<file path="src/rtl/serial_compare_ctrl_pkg.sv">
// Shared types and helpers for the serial magnitude comparator controller.
// Holds the controller state encoding and the pair-counter width function.
package serial_compare_ctrl_pkg;

   typedef enum logic [1:0] {
      IDLE = 2'b00,
      RUN  = 2'b01,
      DONE = 2'b10
   } state_e;

   // A single pair still needs one counter bit so the vector stays legal.
   function automatic int pair_cnt_width(input int width);
      return (width / 2 <= 1) ? 1 : $clog2(width / 2);
   endfunction

endpackage

</file>
<file path="src/rtl/serial_compare_ctrl_compare_2bit.sv">
// Combinational 2-bit unsigned magnitude compare slice.
// Exactly one of lt/eq/gt is high for any input pair.
module compare_2bit (
   input  logic [1:0] a,
   input  logic [1:0] b,
   output logic       lt,
   output logic       eq,
   output logic       gt
);

   assign lt = (a < b);
   assign eq = (a == b);
   assign gt = (a > b);

endmodule

</file>
<file path="src/rtl/serial_compare_ctrl.sv">
// Multi-cycle WIDTH-bit magnitude comparator that steps one shared 2-bit
// slice MSB-first over shifted copies of the operands, exiting at the first unequal pair.
module serial_compare_ctrl
   import serial_compare_ctrl_pkg::*;
#(
   parameter int WIDTH = 8
) (
   input  logic             clk,
   input  logic             rst,
   input  logic             start,
   input  logic [WIDTH-1:0] a,
   input  logic [WIDTH-1:0] b,
   output logic             busy,
   output logic             done,
   output logic             lt,
   output logic             eq,
   output logic             gt
);

   localparam int CW = pair_cnt_width(WIDTH);

   generate
      if (WIDTH < 2 || (WIDTH % 2) != 0) begin : g_bad_width
         $error("serial_compare_ctrl: WIDTH must be even and at least 2");
      end
   endgenerate

   state_e           state_q, state_d;
   logic [WIDTH-1:0] a_sh_q, a_sh_d;
   logic [WIDTH-1:0] b_sh_q, b_sh_d;
   logic [CW-1:0]    cnt_q, cnt_d;
   logic             lt_q, lt_d;
   logic             eq_q, eq_d;
   logic             gt_q, gt_d;
   logic             slice_lt, slice_eq, slice_gt;

   compare_2bit u_slice (
      .a  (a_sh_q[WIDTH-1 -: 2]),
      .b  (b_sh_q[WIDTH-1 -: 2]),
      .lt (slice_lt),
      .eq (slice_eq),
      .gt (slice_gt)
   );

   always_ff @(posedge clk) begin
      if (rst) begin
         state_q <= IDLE;
         a_sh_q  <= '0;
         b_sh_q  <= '0;
         cnt_q   <= '0;
         lt_q    <= 1'b0;
         eq_q    <= 1'b0;
         gt_q    <= 1'b0;
      end else begin
         state_q <= state_d;
         a_sh_q  <= a_sh_d;
         b_sh_q  <= b_sh_d;
         cnt_q   <= cnt_d;
         lt_q    <= lt_d;
         eq_q    <= eq_d;
         gt_q    <= gt_d;
      end
   end

   always_comb begin
      state_d = state_q;
      a_sh_d  = a_sh_q;
      b_sh_d  = b_sh_q;
      cnt_d   = cnt_q;
      lt_d    = lt_q;
      eq_d    = eq_q;
      gt_d    = gt_q;
      unique case (state_q)
         IDLE: begin
            if (start) begin
               a_sh_d  = a;
               b_sh_d  = b;
               cnt_d   = CW'(WIDTH / 2 - 1);
               lt_d    = 1'b0;
               eq_d    = 1'b0;
               gt_d    = 1'b0;
               state_d = RUN;
            end
         end
         RUN: begin
            // slice_eq is implied when neither lt nor gt fires.
            if (!slice_eq) begin
               lt_d    = slice_lt;
               gt_d    = slice_gt;
               eq_d    = 1'b0;
               state_d = DONE;
            end else if (cnt_q == '0) begin
               eq_d    = 1'b1;
               state_d = DONE;
            end else begin
               a_sh_d = a_sh_q << 2;
               b_sh_d = b_sh_q << 2;
               cnt_d  = cnt_q - CW'(1);
            end
         end
         DONE:    state_d = IDLE;
         default: state_d = IDLE;
      endcase
   end

   assign busy = (state_q != IDLE);
   assign done = (state_q == DONE);
   assign lt   = lt_q;
   assign eq   = eq_q;
   assign gt   = gt_q;

endmodule

</file>
<file path="config.mk">
export PLATFORM = sky130hd
export DESIGN_NAME = serial_compare_ctrl
export DESIGN_NICKNAME = d
export VERILOG_FILES = /design/src/rtl/serial_compare_ctrl_pkg.sv /design/src/rtl/serial_compare_ctrl_compare_2bit.sv /design/src/rtl/serial_compare_ctrl.sv
export SDC_FILE = /design/constraint.sdc
export NUM_CORES = 1
export LEC_CHECK = 0
export ABC_AREA = 1
export ABC_CLOCK_PERIOD_IN_PS = 2800
export CAP_MARGIN = 30
export CORE_UTILIZATION = 57
export CTS_BUF_LIST = sky130_fd_sc_hd__clkbuf_4 sky130_fd_sc_hd__clkbuf_8
export CTS_CLUSTER_SIZE = 14
export DETAILED_ROUTE_END_ITERATION = 6
export PLACE_DENSITY = 0.87
export SYNTH_ARGS = -nofsm -noshare
export SYNTH_HDL_FRONTEND = slang
export SYNTH_SLANG_ARGS = --single-unit
export TNS_END_PERCENT = 10
</file>
<file path="constraint.sdc">
create_clock -name clk -period 2.8 [get_ports clk]
set_clock_uncertainty 0.05 [all_clocks]
set_input_delay 0.56 -clock clk [delete_from_list [all_inputs] [get_ports clk]]
set_output_delay 0.56 -clock clk [all_outputs]
set_load 0.01 [all_outputs]
</file>
; ---- Yosys cells after proc, flatten, opt, wreduce, memory -nomap -nowiden
; Index checks and enable logic that the tools add are counted.
[classes]
n_mul = 0
shift = 0
n_addsub = 1
bitwise_logic = 0
mux = 24
order_cmp = 2
n_reduce_logical = 8
n_eq_ne = 8
div = 0
[ops]
columns = cell, n
row1 = 8-bit two-way mux, 6
row2 = 8-bit case mux with 2 select lines, 2
row3 = 2-bit two-way mux, 6
row4 = 2-bit inequality test (second input constant), 4
row5 = 2-bit case mux with 2 select lines, 2
row6 = 1-bit case mux with 2 select lines, 3
row7 = 3-bit AND reduction, 2
row8 = 1-bit two-way mux, 5
row9 = 2-bit logical NOT, 2
row10 = 4-bit AND reduction, 1
row11 = 2-bit nonzero test, 2
row12 = 3-bit inequality test (second input constant), 1
row13 = 2-bit by 1-bit equality test with 1-bit output (second input constant), 1
row14 = 2-bit equality test, 1
row15 = 2-bit equality test (second input constant), 1
row16 = 2-bit greater-than comparator, 1
row17 = 2-bit < comparator, 1
row18 = 2-bit AND reduction, 1
row19 = 2-bit by 1-bit subtractor with 2-bit output (second input constant), 1
[word_totals]
reg_bits = 23
romBits = 0
latchBits = 0
mem_bits_rw = 0
input_bits = 19
memories = 0

; ---- Depth between registers and ports, before layout
; Gate-level depths: netlist of the first run.
[logic_depth]
depth_word = 4
mapped_depth = 9
mapped_depth_nobuf = 9

; ---- Modules after synthesis
; A second synthesis of the first run with hierarchy kept.
[hier_totals]
hier_cells = 204
hier_area_um2 = 1362.6
[by_module_without_submodules]
columns = mod, area_each_um2, seq_area_each_um2, cells_per_inst, instances
row1 = serial_compare_ctrl, 1297.5, 460.4, 193, 1
row2 = compare_2bit, 65.1, 0.0, 11, 1

; ---- Worst setup path before layout of the first run
; No wires, ideal clock.
[synth_path]
path_type = register to register
startpoint = register b_sh_q[7]
endpoint = register cnt_q[0]
arrival_ns = 1.323
setup_slack_ns = 1.311
stages_incl_launch_ff = 9
setup_time_ns = 0.116
cell_sequence = dfxtp_1 -> inv_1 -> ha_1 -> nand2_1 -> nor2_1 -> nand2_4 -> buf_6 -> o21ai_0 -> nor2_1
[synth_via]
elab_chain_cells = 3
[synth_lines]
columns = item, line
row1 = start: declaration, serial_compare_ctrl.sv:30  ; logic [WIDTH-1:0] b_sh_q, b_sh_d;
row2 = start signal: assignment, serial_compare_ctrl.sv:57  ; b_sh_q <= b_sh_d;
row3 = 2-bit equality test, serial_compare_ctrl_compare_2bit.sv:12  ; assign eq = (a == b);
row4 = 2-bit inequality test (no source line), --
row5 = 4-bit AND reduction (no source line), --
row6 = end signal: assignment, serial_compare_ctrl.sv:58  ; cnt_q <= cnt_d;
row7 = end: declaration, serial_compare_ctrl.sv:31  ; logic [CW-1:0] cnt_q, cnt_d;
; Every way passes these cells.
; A chain may end at the register's enable or synchronous reset.

; ---- Worst setup path in the final report of the first run
[layout_path]
startpoint = register state_q[1]
endpoint = output done
[layout_via]
elab_chain_cells = 1
[layout_lines]
columns = item, line
row1 = start: declaration, serial_compare_ctrl.sv:28  ; state_e state_q, state_d;
row2 = start signal: assignment, serial_compare_ctrl.sv:55  ; state_q <= state_d;
row3 = 2-bit equality test, serial_compare_ctrl.sv:107  ; assign done = (state_q == DONE);
row4 = end: declaration, serial_compare_ctrl.sv:14  ; output logic done,
; Every way passes these cells.

==> parameters.txt, run 1 <==
Parameter                              Value

Job
  Max capacitance violation total    0

Logic synthesis
  Top cells by area in the synthesized netlist    sky130_fd_sc_hd__dfxtp_1, sky130_fd_sc_hd__nand2_1, sky130_fd_sc_hd__nor2_1
  Main flop type after synthesis    sky130_fd_sc_hd__dfxtp_1
  Cell Area, Synth    1240 µm²
  Share of the yosys chip area belonging to registers    37.2%
  Fraction of registers with async set or reset after synthesis    0%
  Most used standard cells in the synthesized netlist    sky130_fd_sc_hd__nand2_1, sky130_fd_sc_hd__nor2_1, sky130_fd_sc_hd__inv_1, sky130_fd_sc_hd__nand3_1, sky130_fd_sc_hd__dfxtp_1
  Synth Warn #    0
  Syn Area/Cell    6.51 µm²
  Share of Yosys cell area claimed by the top area cell type    37.2%
  Count of flip-flops with a built-in enable after synthesis    0
  Post-Synthesis Net Count    212
  Count of distinct cell types in the synthesized netlist    21
  Number of storage elements in the synthesis netlist    23
  Largest area contributor in the synthesized netlist    sky130_fd_sc_hd__dfxtp_1
  Count leader, synth    sky130_fd_sc_hd__nand2_1
  Cell count after synthesis    190

Floorplanning
  Total Die Area    2360 µm²
  Std-Cell Rows    16
  Chip width    48.6 µm
  Core region area    2000 µm²
  Initial cell density of the core    61.8%
  Die H    48.6 µm
  IO Count    24

Worst setup path
  Reg2reg path depth    6
  Timing endpoint of the critical path    done
  Critical path's largest stage delay    550 ps
  Critical Setup Path Class    flop to output port
  Startpoint of the worst register-to-register path    state_q[1]
  Critical Path End Type    output port
  Master of the slowest instance on the critical path    sky130_fd_sc_hd__clkdlybuf4s50_1
  Data required time of the critical path    2190 ps
  Chain of cells forming the critical path    inv_1 -> nor2_1 -> clkdlybuf4s50_1
  Internal reg-to-reg setup slack    1140 ps
  Arrival time at the worst endpoint    1460 ps
  Endpoint of the worst register-to-register path    b_sh_q[7]
  Critical path launch point    state_q[1]
  Crit path max fanout    3
  CP Launch Type    flop

Clocking
  # resized after CTS    0
  Post CTS Setup Buffer Count    0
  H-tree levels    1
  Hold-fix buffers, CTS    0
  CTS sink count    23
  Clock Tree Root    sky130_fd_sc_hd__clkbuf_4
  Clock tree from TritonCTS    built
  Number of buffers on the longest clock path    2
  Clock latency on the worst-skew pair    310 ps
  Clock transition at path regs    130 ps
  CTS Buf Count    3

Timing
  Number of failing hold endpoints at the final stage    0
  Slack of the critical path    727 ps
  Slew headroom    46.7%
  Worst-Margin Slew    798 ps
  Final setup fails    0
  Minimum hold slack    448 ps
  Post-layout minimum cycle time    2070 ps
  F_max    0.482 GHz
  Unrepaired setup endpoints after global routing    false
  Max-slew violation count    0
  Sum of negative setup slack    0 ps
  Part of the cycle the worst path needs    74.0%

Routing
  Number of iterations in the first detailed-routing pass    4
  Wire length reported by the detailed router    2510 µm
  Routed wire length per instance    10.7 µm
  Drt first-iter violations    24
  Vias after detailed routing    1162
  Number of remaining DRC errors    0
  Via count normalized by instance count    4.94
  Antenna-violating nets left    0

Placement
  HPWL reported at the end of detailed placement    1790 µm
  Worst Setup Slack post-DPL    625 ps
  Number of cells in the design after placement    231
  Total placed instance area    1440 µm²
  Placer's final routability congestion estimate    0.770
  Number of port buffers    23

Global route
  Number of antenna violations at the first check in global routing    0
  Total GRT Usage    21.9%
  Vias in the first global route    995
  Wire length of the first global-routing pass    4060 µm
  Maximum number of pins on one net before global-route repair    30
  Final global-route overflow total    0

Cells and area
  Area growth from synthesis to layout    18.5%
  Filler-free cell count of the finished design    235
  Antenna fix cells    0
  Number of nets in the layout    231
  Final design instance area without fill    1470 µm²
  Share of cells above drive strength 1    4.81%

Pwr
  Maximum vdd drop    0.000406 V
  Leakage    0.728 nW
  Power per cell area    645 nW/µm²

Worst hold path
  Hold Crit Start    lt
  Min-Delay Path Class    flop to flop

Status
  Result of the run    completed
## worst min-delay path by stage
stage / to / slack (ps) / cells past startpoint
3_5_place_dp: lt / 430 / 2
2_1_floorplan: cnt_q[0] / 400 / 2
4_1_cts: lt / 440 / 2
3_3_place_gp: gt / 400 / 2
5_1_grt: cnt_q[1] / 460 / 2
6_report: lt / 450 / 2
## where the power goes
part / total [mW] / switching, mW / internal [mW]
clock: 0.167 / 0.102 / 0.0653
sequential: 0.406 / 0.0221 / 0.383
combinational: 0.373 / 0.228 / 0.144
## placed cells by master, fill, tap and decap left out, types with 2 or more instances in the layout
master,Yosys,final
sky130_fd_sc_hd__nor2_1,38,38
sky130_fd_sc_hd__nand3_1,24,24
sky130_fd_sc_hd__inv_1,25,25
sky130_fd_sc_hd__nand2_4,2,2
sky130_fd_sc_hd__nand2_1,44,44
sky130_fd_sc_hd__clkbuf_4,0,4
sky130_fd_sc_hd__clkdlybuf4s50_1,0,23
sky130_fd_sc_hd__ha_1,3,3
sky130_fd_sc_hd__a21oi_1,2,2
sky130_fd_sc_hd__o21ai_0,12,12
sky130_fd_sc_hd__dfxtp_1,23,23
## layout make-up
type | instances | area, µm²
tap | 27 | 33.8
inverter | 27 | 101
clock buffer | 4 | 30.0
fill | 167 | 536
timing repair buffer | 23 | 230
multi-input combinational | 131 | 611
sequential | 23 | 460
## per-layer routing
layer / global-route usage [%] / wire, µm
met1: 24.9 / 1120
met2: 41.1 / 1250
met3: 2.83 / 100
met4: 8.82 / 32
met5: 0 / 0
## worst max-delay path: cells and delay by family (launching register included)
family / cells / cell delay, ps
buffers and inverters: 2 / 640
AND/OR/NAND/NOR: 1 / 90
flip-flops: 1 / 410
## sequential cells by signal, indices dropped and copies added, names as in the netlist
name and cells:
cnt_q 2, lt 1, b_sh_q 8, gt 1, a_sh_q 8, state_q 2, eq 1
## cells by family after synthesis
| family | after synthesis | synth area share [%] |
|---|---|---|
| buffers and inverters | 36 | 13.4 |
| AOI/OAI and AO/OA | 17 | 7.99 |
| DFF | 23 | 37.2 |
| and+or+nand+nor | 111 | 38.3 |
| adders and majority gates | 3 | 3.03 |
## metrics by stage
step           power (mW)  utilization [%]
6_report            0.946             73.3
4_1_cts             0.946             73.3
3_5_place_dp        0.784             71.8
2_1_floorplan       0.704                -
5_1_grt              1.01             73.3
3_3_place_gp        0.769             71.8
Note: power is estimated with default switching activity, not from simulation.
==> run 2: changes to the inputs <==
- ABC_CLOCK_PERIOD_IN_PS: 2800 -> 2050
- CORE_UTILIZATION: 57 -> 53
- PLACE_DENSITY: 0.87 -> 0.81
- clock period: 2.8 -> 2.05 ns (I/O delays scaled with it)
==> run 2 against run 1 <==
Register-to-register slack lost 670 ps. Count of clock-buffer cells in the layout shrank 1. Total power grew 36%. Sequential share of layout area shrank 0.45 points. Sequential power grew 36%. Global-route usage grew 0.60 points. Flip-flop and latch count is the same. Setup slack lost 610 ps. Critical path type unchanged. Largest cell class unchanged.
==> parameters.txt, run 2 (synthesis gave the netlist of run 1 again) <==
Parameter                              Value

Floorplanning
  Initial cell density of the core    55.9% (-5.9 points)
  Die H    50.3 µm (+3.5%)
  Total Die Area    2530 µm² (+7.2%)
  IO Count    24 (unchanged)
  Core region area    2210 µm² (+10%)
  Std-Cell Rows    17 (+1)
  Chip width    50.3 µm (+3.5%)

Routing
  Drt first-iter violations    12 (-50%)
  Wire length reported by the detailed router    2480 µm (-1.1%)
  Number of remaining DRC errors    0 (unchanged)
  Via count normalized by instance count    4.98 (+0.70%)
  Vias after detailed routing    1190 (+2.4%)
  Routed wire length per instance    10.4 µm (-2.7%)
  Antenna-violating nets left    0 (unchanged)
  Number of iterations in the first detailed-routing pass    4 (unchanged)

Worst setup path
  CP Launch Type    flop
  Chain of cells forming the critical path    inv_1 -> nor2_1 -> clkdlybuf4s50_1
  Kind of cell adding the most delay to the critical path    buffers and inverters
  Critical Setup Path Class    flop to output port
  Arrival time at the worst endpoint    1470 ps (about the same)
  Crit path buf inv count    2 (unchanged)
  Number of cells on the critical path    3 (unchanged)
  Critical path launch point    state_q[1]
  Reg2reg path depth    7 (+1)
  Critical Path End Type    output port
  Crit path max fanout    3 (unchanged)
  Data required time of the critical path    1590 ps (-600 ps)
  Critical path's largest stage delay    540 ps (about the same)
  Master of the slowest instance on the critical path    sky130_fd_sc_hd__clkdlybuf4s50_1
  Startpoint of the worst register-to-register path    b_sh_q[7]

Cells and area
  Area growth from synthesis to layout    20.2%
  Final design instance area without fill    1490 µm² (+1.5%)
  Filler cells    213 (+28%)
  Final core occ    67.3% (-6.0 points)
  Antenna fix cells    0 (unchanged)
  Top flop regs    a_sh_q: 8 flops, b_sh_q: 8 flops
  Number of nets in the layout    234 (+1.3%)
  Commonest non-fill, non-tap cell in the layout    sky130_fd_sc_hd__nand2_1
  Top library cells by usage in the layout, fill and taps aside    sky130_fd_sc_hd__nand2_1, sky130_fd_sc_hd__nor2_1, sky130_fd_sc_hd__inv_1, sky130_fd_sc_hd__nand3_1
  Share of cells above drive strength 1    6.16% (+1.4 points)

Clocking
  Hold-fix buffers, CTS    0 (unchanged)
  CTS sink count    23 (unchanged)
  Clock latency on the worst-skew pair    310 ps (about the same)
  H-tree levels    1 (unchanged)
  Clock Tree Root    sky130_fd_sc_hd__clkbuf_4
  Post CTS Setup Buffer Count    0 (unchanged)
  # resized after CTS    0 (unchanged)
  CTS Buf Count    3 (unchanged)
  Clock tree from TritonCTS    built
  Number of buffers on the longest clock path    2 (unchanged)
  Clock transition at path regs    130 ps (about the same)

Placement
  Worst Setup Slack post-DPL    257 ps (-368 ps)
  Total placed instance area    1460 µm² (+1.7%)
  Number of port buffers    23 (unchanged)
  HPWL reported at the end of detailed placement    1840 µm (+3.0%)
  Placer's final routability congestion estimate    0.801 (+4.0%)

Pwr
  Leakage    0.741 nW (+1.8%)
  Maximum vdd drop    0.000511 V (+26%)
  Power per cell area    862 nW/µm² (+34%)

Timing
  Post-layout minimum cycle time    1930 ps
  Sum of negative setup slack    0 ps (unchanged)
  Unrepaired setup endpoints after global routing    false
  Worst-Margin Slew    560 ps (-238 ps)
  Part of the cycle the worst path needs    94.2%
  Final setup fails    0 (unchanged)
  Minimum hold slack    424 ps (-24.5 ps)
  Slew headroom    62.6% (+16 points)
  Number of failing hold endpoints at the final stage    0 (unchanged)
  Max-slew violation count    0 (unchanged)
  F_max    0.518 GHz
  Slack of the critical path    118 ps (-609 ps)

Worst hold path
  Hold Path Cell Cnt    2 (unchanged)
  Hold Crit Start    lt
  Min-Delay Path Class    flop to flop

Job
  Max capacitance violation total    0 (unchanged)

Global route
  Final global-route overflow total    0 (unchanged)
  Vias in the first global route    1092 (+9.7%)
  Maximum number of pins on one net before global-route repair    22 (-27%)
  Number of antenna violations at the first check in global routing    0 (unchanged)
  Wire length of the first global-routing pass    4430 µm (+9.0%)
  Total GRT Usage    22.5% (+0.60 points)

Status
  Result of the run    completed
## run 2: changes by cell type in the layout (fill, tap and decap cells not counted)
cell,previous run,this run
sky130_fd_sc_hd__clkinv_2,0,1
sky130_fd_sc_hd__buf_4,0,3
sky130_fd_sc_hd__clkbuf_4,4,3
## run 2: cell type report
| cell class | count | area, µm² | area share [%] |
|---|---|---|---|
| multi-input cells | 131 | 611 | 41.0 |
| flip-flops and latches | 23 | 460 | 31.0 |
| repair buffers | 26 | 253 | 17.0 |
| inverters | 27 | 101 | 6.81 |
| well taps | 28 | 35.0 | 2.35 |
| clock buffers | 3 | 22.5 | 1.51 |
| clock inverters | 1 | 5.00 | 0.336 |
## run 2: worst paths after layout
| path | endpoint | slack (ps) |
|---|---|---|
| hold reg to reg | lt | 420 |
| hold / removal | lt | 420 |
| setup reg to reg | cnt_q[0] | 470 |
| setup / recovery | done | 120 |
## run 2: worst min-delay path: stages (launching register included)
cell and delay [ps]:
sky130_fd_sc_hd__dfxtp_1 330, sky130_fd_sc_hd__nand3_1 70, sky130_fd_sc_hd__nand2_1 40
## run 2: where the power goes
part           leakage, nW  switching, mW  internal, mW
clock network       0.0177          0.142        0.0728
registers            0.190         0.0299         0.524
logic                0.534          0.310         0.204
## run 2: layer usage
metal  up-vias  GRT usage (%)  share of wire, %
met3         4           3.64               3.2
met1       541           28.3                44
met4         0           8.80              0.69
li1        626              -                 -
met5         -              0                 0
met2        19           38.2                52
## run 2: metrics by stage
step	cells	total power, mW
after floorplan	190	0.962
after global placement	235	1.06
after detailed placement	235	1.08
after CTS	239	1.29
after global routing	239	1.39
final	239	1.28
==> run 3: changes to the inputs <==
- CORE_UTILIZATION: 53 -> 30
- PLACE_DENSITY: 0.81 -> default
==> run 3 against run 2 <==
Routed wire length up 1.5%. Maximum frequency up 5.9%. Sequential share of layout area down 1.2 points. Via count down 4.3%. Critical endpoint unchanged. Highest routed layer unchanged.
==> parameters.txt, run 3 (synthesis gave the netlist of run 1 again) <==
Parameter                              Value

Status
  Result of the run    completed

Floorplanning
  Initial cell density of the core    32.6% (-23 points)
  Die H    66.2 µm (+32%)
  Core region area    3800 µm² (+72%)
  Total Die Area    4390 µm² (+73%)
  IO Count    24 (unchanged)
  Chip width    66.2 µm (+32%)
  Std-Cell Rows    22 (+5)

Pwr
  Overall power of the completed layout    1.35 mW (+5.6%)
  Leakage    0.758 nW (+2.3%)
  Maximum vdd drop    0.000488 V (-4.4%)
  Power per cell area    875 nW/µm² (+1.6%)

Global route
  Total GRT Usage    12.5% (-10 points)
  Vias in the first global route    973 (-11%)
  Maximum number of pins on one net before global-route repair    20 (-9.1%)
  Final global-route overflow total    0 (unchanged)
  Wire length of the first global-routing pass    4170 µm (-5.9%)
  Number of antenna violations at the first check in global routing    0 (unchanged)

Worst setup path
  Critical Setup Path Class    flop to output port
  CP Launch Type    flop
  Crit path max fanout    3 (unchanged)
  Internal reg-to-reg setup slack    480 ps (about the same)
  Critical Path End Type    output port
  Data required time of the critical path    1590 ps (about the same)
  Startpoint of the worst register-to-register path    b_sh_q[7]
  Endpoint of the worst register-to-register path    a_sh_q[5]
  Arrival time at the worst endpoint    1360 ps (-110 ps)
  Reg2reg path depth    7 (unchanged)

Worst hold path
  Hold Crit Start    gt
  Worst hold path endpoint    gt
  Min-Delay Path Class    flop to flop
  Hold Path Cell Cnt    2 (unchanged)

Routing
  Routed wire length per instance    9.64 µm (-7.0%)
  Wire length reported by the detailed router    2520 µm (+1.5%)
  Number of remaining DRC errors    0 (unchanged)
  Drt first-iter violations    62 (+50)
  Vias after detailed routing    1139 (-4.3%)
  Via count normalized by instance count    4.36 (-12%)
  Number of iterations in the first detailed-routing pass    4 (unchanged)
  Antenna-violating nets left    0 (unchanged)

Clocking
  Number of buffers on the longest clock path    2 (unchanged)
  Clock tree from TritonCTS    built
  CTS sink count    23 (unchanged)
  Post CTS Setup Buffer Count    0 (unchanged)
  Clock Tree Root    sky130_fd_sc_hd__clkbuf_8
  H-tree levels    1 (unchanged)
  Clock transition at path regs    80 ps (-50 ps)
  Hold-fix buffers, CTS    0 (unchanged)
  Clock latency on the worst-skew pair    260 ps (-50 ps)
  CTS Buf Count    3 (unchanged)
  # resized after CTS    0 (unchanged)

Timing
  Minimum hold slack    416 ps (-8.16 ps)
  F_max    0.548 GHz (+5.9%)
  Final setup fails    0 (unchanged)
  Slew headroom    73.1% (+11 points)
  Sum of negative setup slack    0 ps (unchanged)
  Post-layout minimum cycle time    1820 ps (-108 ps)
  Part of the cycle the worst path needs    89.0% (-5.3 points)
  Number of failing hold endpoints at the final stage    0 (unchanged)
  Unrepaired setup endpoints after global routing    false
  Max-slew violation count    0 (unchanged)
  Worst-Margin Slew    404 ps (-156 ps)

Placement
  Placer's final routability congestion estimate    0.711 (-11%)
  Number of port buffers    23 (unchanged)
  Number of cells in the design after placement    257 (+9.4%)
  HPWL reported at the end of detailed placement    1770 µm (-4.0%)

Cells and area
  Commonest non-fill, non-tap cell in the layout    sky130_fd_sc_hd__nand2_1
  Share of cells above drive strength 1    7.04% (+0.88 points)
  Number of nets in the layout    236 (+0.85%)
  Filler-free cell count of the finished design    261 (+9.2%)
  Filler cells    429 (+100%)
  Area growth from synthesis to layout    25.0%
  Antenna fix cells    0 (unchanged)
  Top library cells by usage in the layout, fill and taps aside    sky130_fd_sc_hd__nand2_1, sky130_fd_sc_hd__nor2_1, sky130_fd_sc_hd__inv_1, sky130_fd_sc_hd__nand3_1
  Top flop regs    a_sh_q: 8 flops, b_sh_q: 8 flops

Job
  Max capacitance violation total    0 (unchanged)
run 3: cell count changes in the layout (fill, tap and decap cells not counted):
cell / previous run / this run
sky130_fd_sc_hd__clkbuf_4: 3 / 0
sky130_fd_sc_hd__clkbuf_8: 0 / 3
sky130_fd_sc_hd__buf_4: 3 / 5
run 3: metal layers:
metal | up-vias | global-route usage, % | part of all wire [%]
met2 | 23 | 21.0 | 46
li1 | 629 | - | -
met4 | 0 | 3.19 | 0.79
met5 | - | 0 | 0
met1 | 485 | 15.5 | 49
met3 | 2 | 3.62 | 4.3
run 3: critical path, cell delays in order, from the launching register on:
cell                              delay, ps
sky130_fd_sc_hd__dfxtp_1                400
sky130_fd_sc_hd__inv_1                   90
sky130_fd_sc_hd__nor2_1                  90
sky130_fd_sc_hd__clkdlybuf4s50_1        530
run 3: worst max path at each step:
stage | startpoint | endpoint | slack [ps] | cells after the start
after floorplan | b_sh_q[7] | cnt_q[0] | 560 | 8
after global placement | start | b_sh_q[7] | 320 | 5
after detailed placement | start | a_sh_q[5] | 290 | 5
after CTS | state_q[1] | done | 210 | 3
after global routing | state_q[1] | done | 150 | 3
final | state_q[1] | done | 230 | 3
run 3: layout make-up:
class                   instances  area (µm²)  area share (%)
repair buffers                 28         268            17.3
multi-input cells             131         611            39.5
clock buffers                   3        41.3            2.67
clock inverters                 1        5.00           0.324
inverters                      27         101            6.55
flip-flops and latches         23         460            29.8
well taps                      48        60.1            3.88
run 3: metrics by stage:
step,util (%),setup WS [ps],area (µm²)
detailed placement,39.5,285,1500
finish,40.7,226,1550
global route,40.7,146,1550
floorplan,-,561,1240
global placement,39.5,316,1500
CTS,40.7,206,1550
run 3: power breakdown:
part | switching, mW | internal [mW]
Sequential | 0.0287 | 0.524
Combinational | 0.306 | 0.211
Clock | 0.148 | 0.136
==> edit 1 (settings of run 2) <==
The parameter `WIDTH` goes from 8 to 10.
--- a/src/rtl/serial_compare_ctrl.sv
+++ b/src/rtl/serial_compare_ctrl.sv
@@ -4,5 +4,5 @@
    import serial_compare_ctrl_pkg::*;
 #(
-   parameter int WIDTH = 8
+   parameter int WIDTH = 10
 ) (
    input  logic             clk,
Ports: changed (resized a and b); port bits go from 24 to 28. No check against the original RTL was run, so the function may have changed too.
==> edit 1 against run 2 <==
Register-to-register slack lost 0.08 ns. Final area grew 18%. Die area grew 16%. Global-route usage shrank 1.2 points. Sequential cell count grew 5. Worst setup slack gained 0.023 ns. Area after synthesis grew 17%. Wire length grew 7.8%. Clock power grew 26%. Synthesized cell count grew 22%. Non-clock buffer count grew 5. Total power grew 25%. Critical path type unchanged.
==> edit 1: results (changes against run 2) <==
.. list-table::
   :header-rows: 1

   * - Metric
     - Value
   * - Vias in the first global route
     - 1130 (+3.5%)
   * - Maximum number of pins on one net before global-route repair
     - 40 (+82%)
   * - Relative max-transition margin
     - 76.6% (+14 points)
   * - Routed length on met2
     - 1240 µm (-3.5%)
   * - Final Instance Count excl. Fillers
     - 286 (+20%)
   * - Share of final-layout standard cells stronger than drive strength 1
     - 4.69% (-1.5 points)
   * - Met1 WL
     - 1330 µm (+21%)
   * - Post-synthesis adder-cell area fraction
     - 3.47% (+0.43 points)
   * - Synth top area cells
     - dfxtp_1 (39%), nand2_1 (20%), nor2_1 (12%)
   * - Violation count after the first detailed-routing iteration
     - 34 (+22)
   * - Net count after synthesis
     - 258 (+22%)
   * - Registers with the most flip-flops
     - a_sh_q: 10 flops, b_sh_q: 10 flops, cnt_q: 3 flops
   * - Critical path peak fanout
     - 5 (+2)
   * - Critical path data arrival time
     - 1.45 ns (-0.02 ns)
   * - Wire length of the first global-routing pass
     - 4520 µm (+2.0%)
   * - Complex-gate fraction of the synthesized area
     - 7.80% (-0.19 points)
   * - Result of the run
     - finished clean
   * - Time the final worst path needs with I/O delays and setup
     - 1.91 ns (-0.0234 ns)
   * - Leakage dissipation
     - 0.884 nW (+19%)
   * - Commonest cells in the synthesized netlist
     - nand2_1 (78), nor2_1 (45), inv_1 (29)
   * - Final WL
     - 2670 µm (+7.8%)
   * - Clock latency of the later-clocked register in the worst-skew pair
     - 0.33 ns (+0.02 ns)
   * - Number of library cell types mapped by synthesis
     - 18 (-14%)
   * - Global-route track usage on met3
     - 5.93% (+2.3 points)
   * - Hold WS
     - 0.421 ns (-0.00324 ns)
   * - Met2 GRT Util
     - 38.4% (+0.19 points)
   * - Number of iterations in the first detailed-routing pass
     - 6 (+2)
   * - Worst Min Path Start
     - gt$_SDFFE_PP0P_
   * - Post-place setup slack
     - 0.308 ns (+0.0506 ns)
-- edit 1: cell count changes in the layout (fill, tap and decap cells not counted), sizes merged, moves of 3 or more --
| cell | before | now |
|---|---|---|
| nand2 | 46 | 80 |
| a21oi | 2 | 5 |
| inv | 26 | 30 |
| nor2 | 39 | 46 |
| clkdlybuf4s50 | 23 | 27 |
| nand3 | 24 | 11 |
| dfxtp | 23 | 28 |
-- edit 1: layout make-up --
type | count | area, µm²
fillers | 238 | 767
flip-flops and latches | 28 | 561
well taps | 30 | 37.5
repair buffers | 31 | 300
clock buffers | 4 | 36.3
inverters | 30 | 113
multi-input cells | 163 | 708
-- edit 1: critical path: stages, from the launching register on --
cell             delay [ns]
dfxtp_1                0.42
inv_2                  0.08
nor2_1                 0.09
clkdlybuf4s50_1        0.53
-- edit 1: where the power goes --
part,switching [mW],leakage (nW),internal [mW]
combinational,0.390,0.632,0.250
sequential,0.0393,0.232,0.654
clock,0.163,0.0210,0.109
total,0.591,0.884,1.01
==> edit 2 (config.mk and constraints of run 2) <==
Without the edit above. Reset style: asynchronous (`rst`), changed in one clocked block.
--- a/src/rtl/serial_compare_ctrl.sv
+++ b/src/rtl/serial_compare_ctrl.sv
@@ -43,5 +43,5 @@
    );
 
-   always_ff @(posedge clk) begin
+   always_ff @(posedge clk or posedge rst) begin
       if (rst) begin
          state_q <= IDLE;
Function: differs if rst is asserted again (counterexample within 4 cycles, from zero or initial values and one cycle with rst high); with rst held inactive, the same outputs for 10 cycles.
==> edit 2 against run 2 <==
Sequential cell count did not move. Global-route usage is 0.11 points higher. Critical path type unchanged. Utilization up 4.1 points. Worst setup slack got worse by 0.040 ns. Critical path depth unchanged. Wire length down 0.52%. Area after synthesis fell by 2.2%. Highest routed layer unchanged. Final area decreased by 1.1%.
Power is not compared: it rests on default switching activity, and its combinational part moved more than twofold at a synthesized area within 25%.
==> edit 2: results (changes against run 2) <==
.. list-table::
   :header-rows: 1

   * - Metric
     - Value
   * - Launching element of the worst setup path
     - state_q[0]$_DFFE_PP0P_
   * - VDD IR max
     - 0.967 mV
   * - Antenna diodes
     - 0 (unchanged)
   * - Number of iterations in the first detailed-routing pass
     - 4 (unchanged)
   * - Part of the Yosys area used for sequential elements
     - 47.6% (+10 points)
   * - Final TNS setup
     - 0 ns (unchanged)
   * - Number of library cell types mapped by synthesis
     - 18 (-14%)
   * - Critical path peak fanout
     - 5 (+2)
   * - Reg2reg setup slack
     - 0.42 ns (-0.05 ns)
   * - Registers with the most flip-flops
     - a_sh_q: 8 flops, b_sh_q: 8 flops
   * - Vias after detailed routing
     - 1053 (-12%)
   * - Violation count after the first detailed-routing iteration
     - 19 (+7)
   * - Maximum number of pins on one net before global-route repair
     - 24 (+9.1%)
   * - Commonest cells in the synthesized netlist
     - nand2_1 (90), dfrtp_1 (23), nand3_1 (15)
   * - Worst Reg-to-Reg Cells
     - 7 (unchanged)
   * - Synth top area cells
     - dfrtp_1 (48%), nand2_1 (28%), nand3_1 (6.2%)
   * - Number of antenna violations at the first check in global routing
     - 0 (unchanged)
   * - Pin slew with the least headroom to its limit
     - 0.331 ns (-0.229 ns)
   * - Last weighted congestion value of the routability-driven placer
     - 0.913 (+14%)
   * - Maximum clock path buffer count
     - 2 (unchanged)
   * - CTS Root Buffer Type
     - clkbuf_4
   * - Reg-to-Reg Start
     - a_sh_q[7]$_DFFE_PP0P_
   * - Synthesis warning total
     - 0 (unchanged)
   * - Share of final-layout standard cells stronger than drive strength 1
     - 7.03% (+0.87 points)
   * - Clock latency of the later-clocked register in the worst-skew pair
     - 0.31 ns (about the same)
   * - Die outline area
     - 0.00248 mm² (-2.1%)
   * - Deepest level of the CTS H-tree
     - 1 (unchanged)
   * - Final layout net count
     - 208 (-11%)
   * - Worst setup path end
     - busy
   * - Wire length of the first global-routing pass
     - 4200 µm (-5.3%)
   * - Worst r2r dst
     - a_sh_q[4]$_DFFE_PP0P_
   * - Net count after synthesis
     - 184 (-13%)
   * - DR WL/cell
     - 11.6 µm (+12%)
   * - Number of port buffers
     - 23 (unchanged)
   * - Vias in the first global route
     - 982 (-10%)
   * - Gr usage total
     - 22.6% (+0.11 points)
   * - Leakage dissipation
     - 0.821 nW
   * - Result of the run
     - finished clean
   * - HPWL after DPL
     - 1820 µm (-1.1%)
   * - Area post-placement
     - 0.00144 mm² (-1.2%)
   * - Critical path data arrival time
     - 1.51 ns (+0.04 ns)
   * - Class of the tightest hold or removal check
     - input pin to async pin
   * - Proportion of register bits with asynchronous set or reset after synthesis
     - 100% (+100 points)
   * - CTS clock-pin slew for the worst setup and hold paths
     - 0.13 ns (about the same)
   * - Clock buffer count from CTS
     - 3 (unchanged)
edit 2: changes by cell type after synthesis, moves of 3 or more:
cell,delta
nand2_1,+46
nor2_1,-32
dfrtp_1,+23
dfxtp_1,-23
inv_1,-16
o21ai_0,-11
nand3_1,-9
buf_2,-3
edit 2: area by class of cell:
| cell class | instances | area, µm² |
|---|---|---|
| Multi-Input combinational cell | 123 | 554 |
| Tap cell | 27 | 33.8 |
| Clock inverter | 1 | 5.00 |
| Fill cell | 191 | 591 |
| Inverter | 11 | 41.3 |
| Clock buffer | 3 | 22.5 |
| Sequential cell | 23 | 577 |
| Timing Repair Buffer | 24 | 238 |
edit 2: logic make-up after synthesis:
group / share of synthesized area, %
AND/OR/NAND/NOR: 41.9
flip-flops: 47.6
buffers and inverters: 6.62
adder cells (fa/ha/maj): 3.10
AO/OA/AOI/OAI: 0.827
edit 2: power by group:
group	total [mW]	switching [mW]	internal, mW	leakage, nW
clock	0.207	0.135	0.0728	0.0177
combinational	1.03	0.644	0.390	0.516
sequential	0.787	0.132	0.656	0.288
total	2.03	0.910	1.12	0.821
edit 2: worst min path at each step:
stage,to,slack [ns],depth (start not counted),startpoint
final,b_sh_q[7]$_DFFE_PP0P_,0.38,3,rst
after global routing,b_sh_q[7]$_DFFE_PP0P_,0.39,3,rst
after CTS,b_sh_q[4]$_DFFE_PP0P_,0.38,3,rst
after detailed placement,eq$_DFFE_PP0P_,0.41,2,eq$_DFFE_PP0P_
after global placement,eq$_DFFE_PP0P_,0.41,2,eq$_DFFE_PP0P_
after floorplan,a_sh_q[0]$_DFFE_PP0P_,0.36,1,rst
edit 2: through the flow:
stage,total power [mW],cells,hold WS [ns],setup WS (ns),util (%)
4_1_cts,2.04,212,0.384,0.0266,71.3
3_3_place_gp,1.79,208,0.405,0.339,70.0
3_5_place_dp,1.83,208,0.414,0.270,70.0
2_1_floorplan,1.59,162,0.362,0.586,-
6_report,2.03,212,0.380,0.0778,71.4
5_1_grt,2.22,212,0.394,0.0118,71.4
edit 2: layer usage:
layer,GRT usage (%),wire (µm)
met3,4.01,103
met2,37.8,1190
met1,29.4,1150
met5,0,0
met4,7.62,24
edit 2: timing repair:
item,CTS,global route
setup endpoints to repair,0,1
setup buffers,0,0
hold buffers,0,0
gates resized for setup,0,1
edit 2: worst max-delay path, cell delays in order, from the launching register on:
cell and delay [ns]:
dfrtp_1 0.46, inv_2 0.11, nand2_1 0.08, clkdlybuf4s50_1 0.55
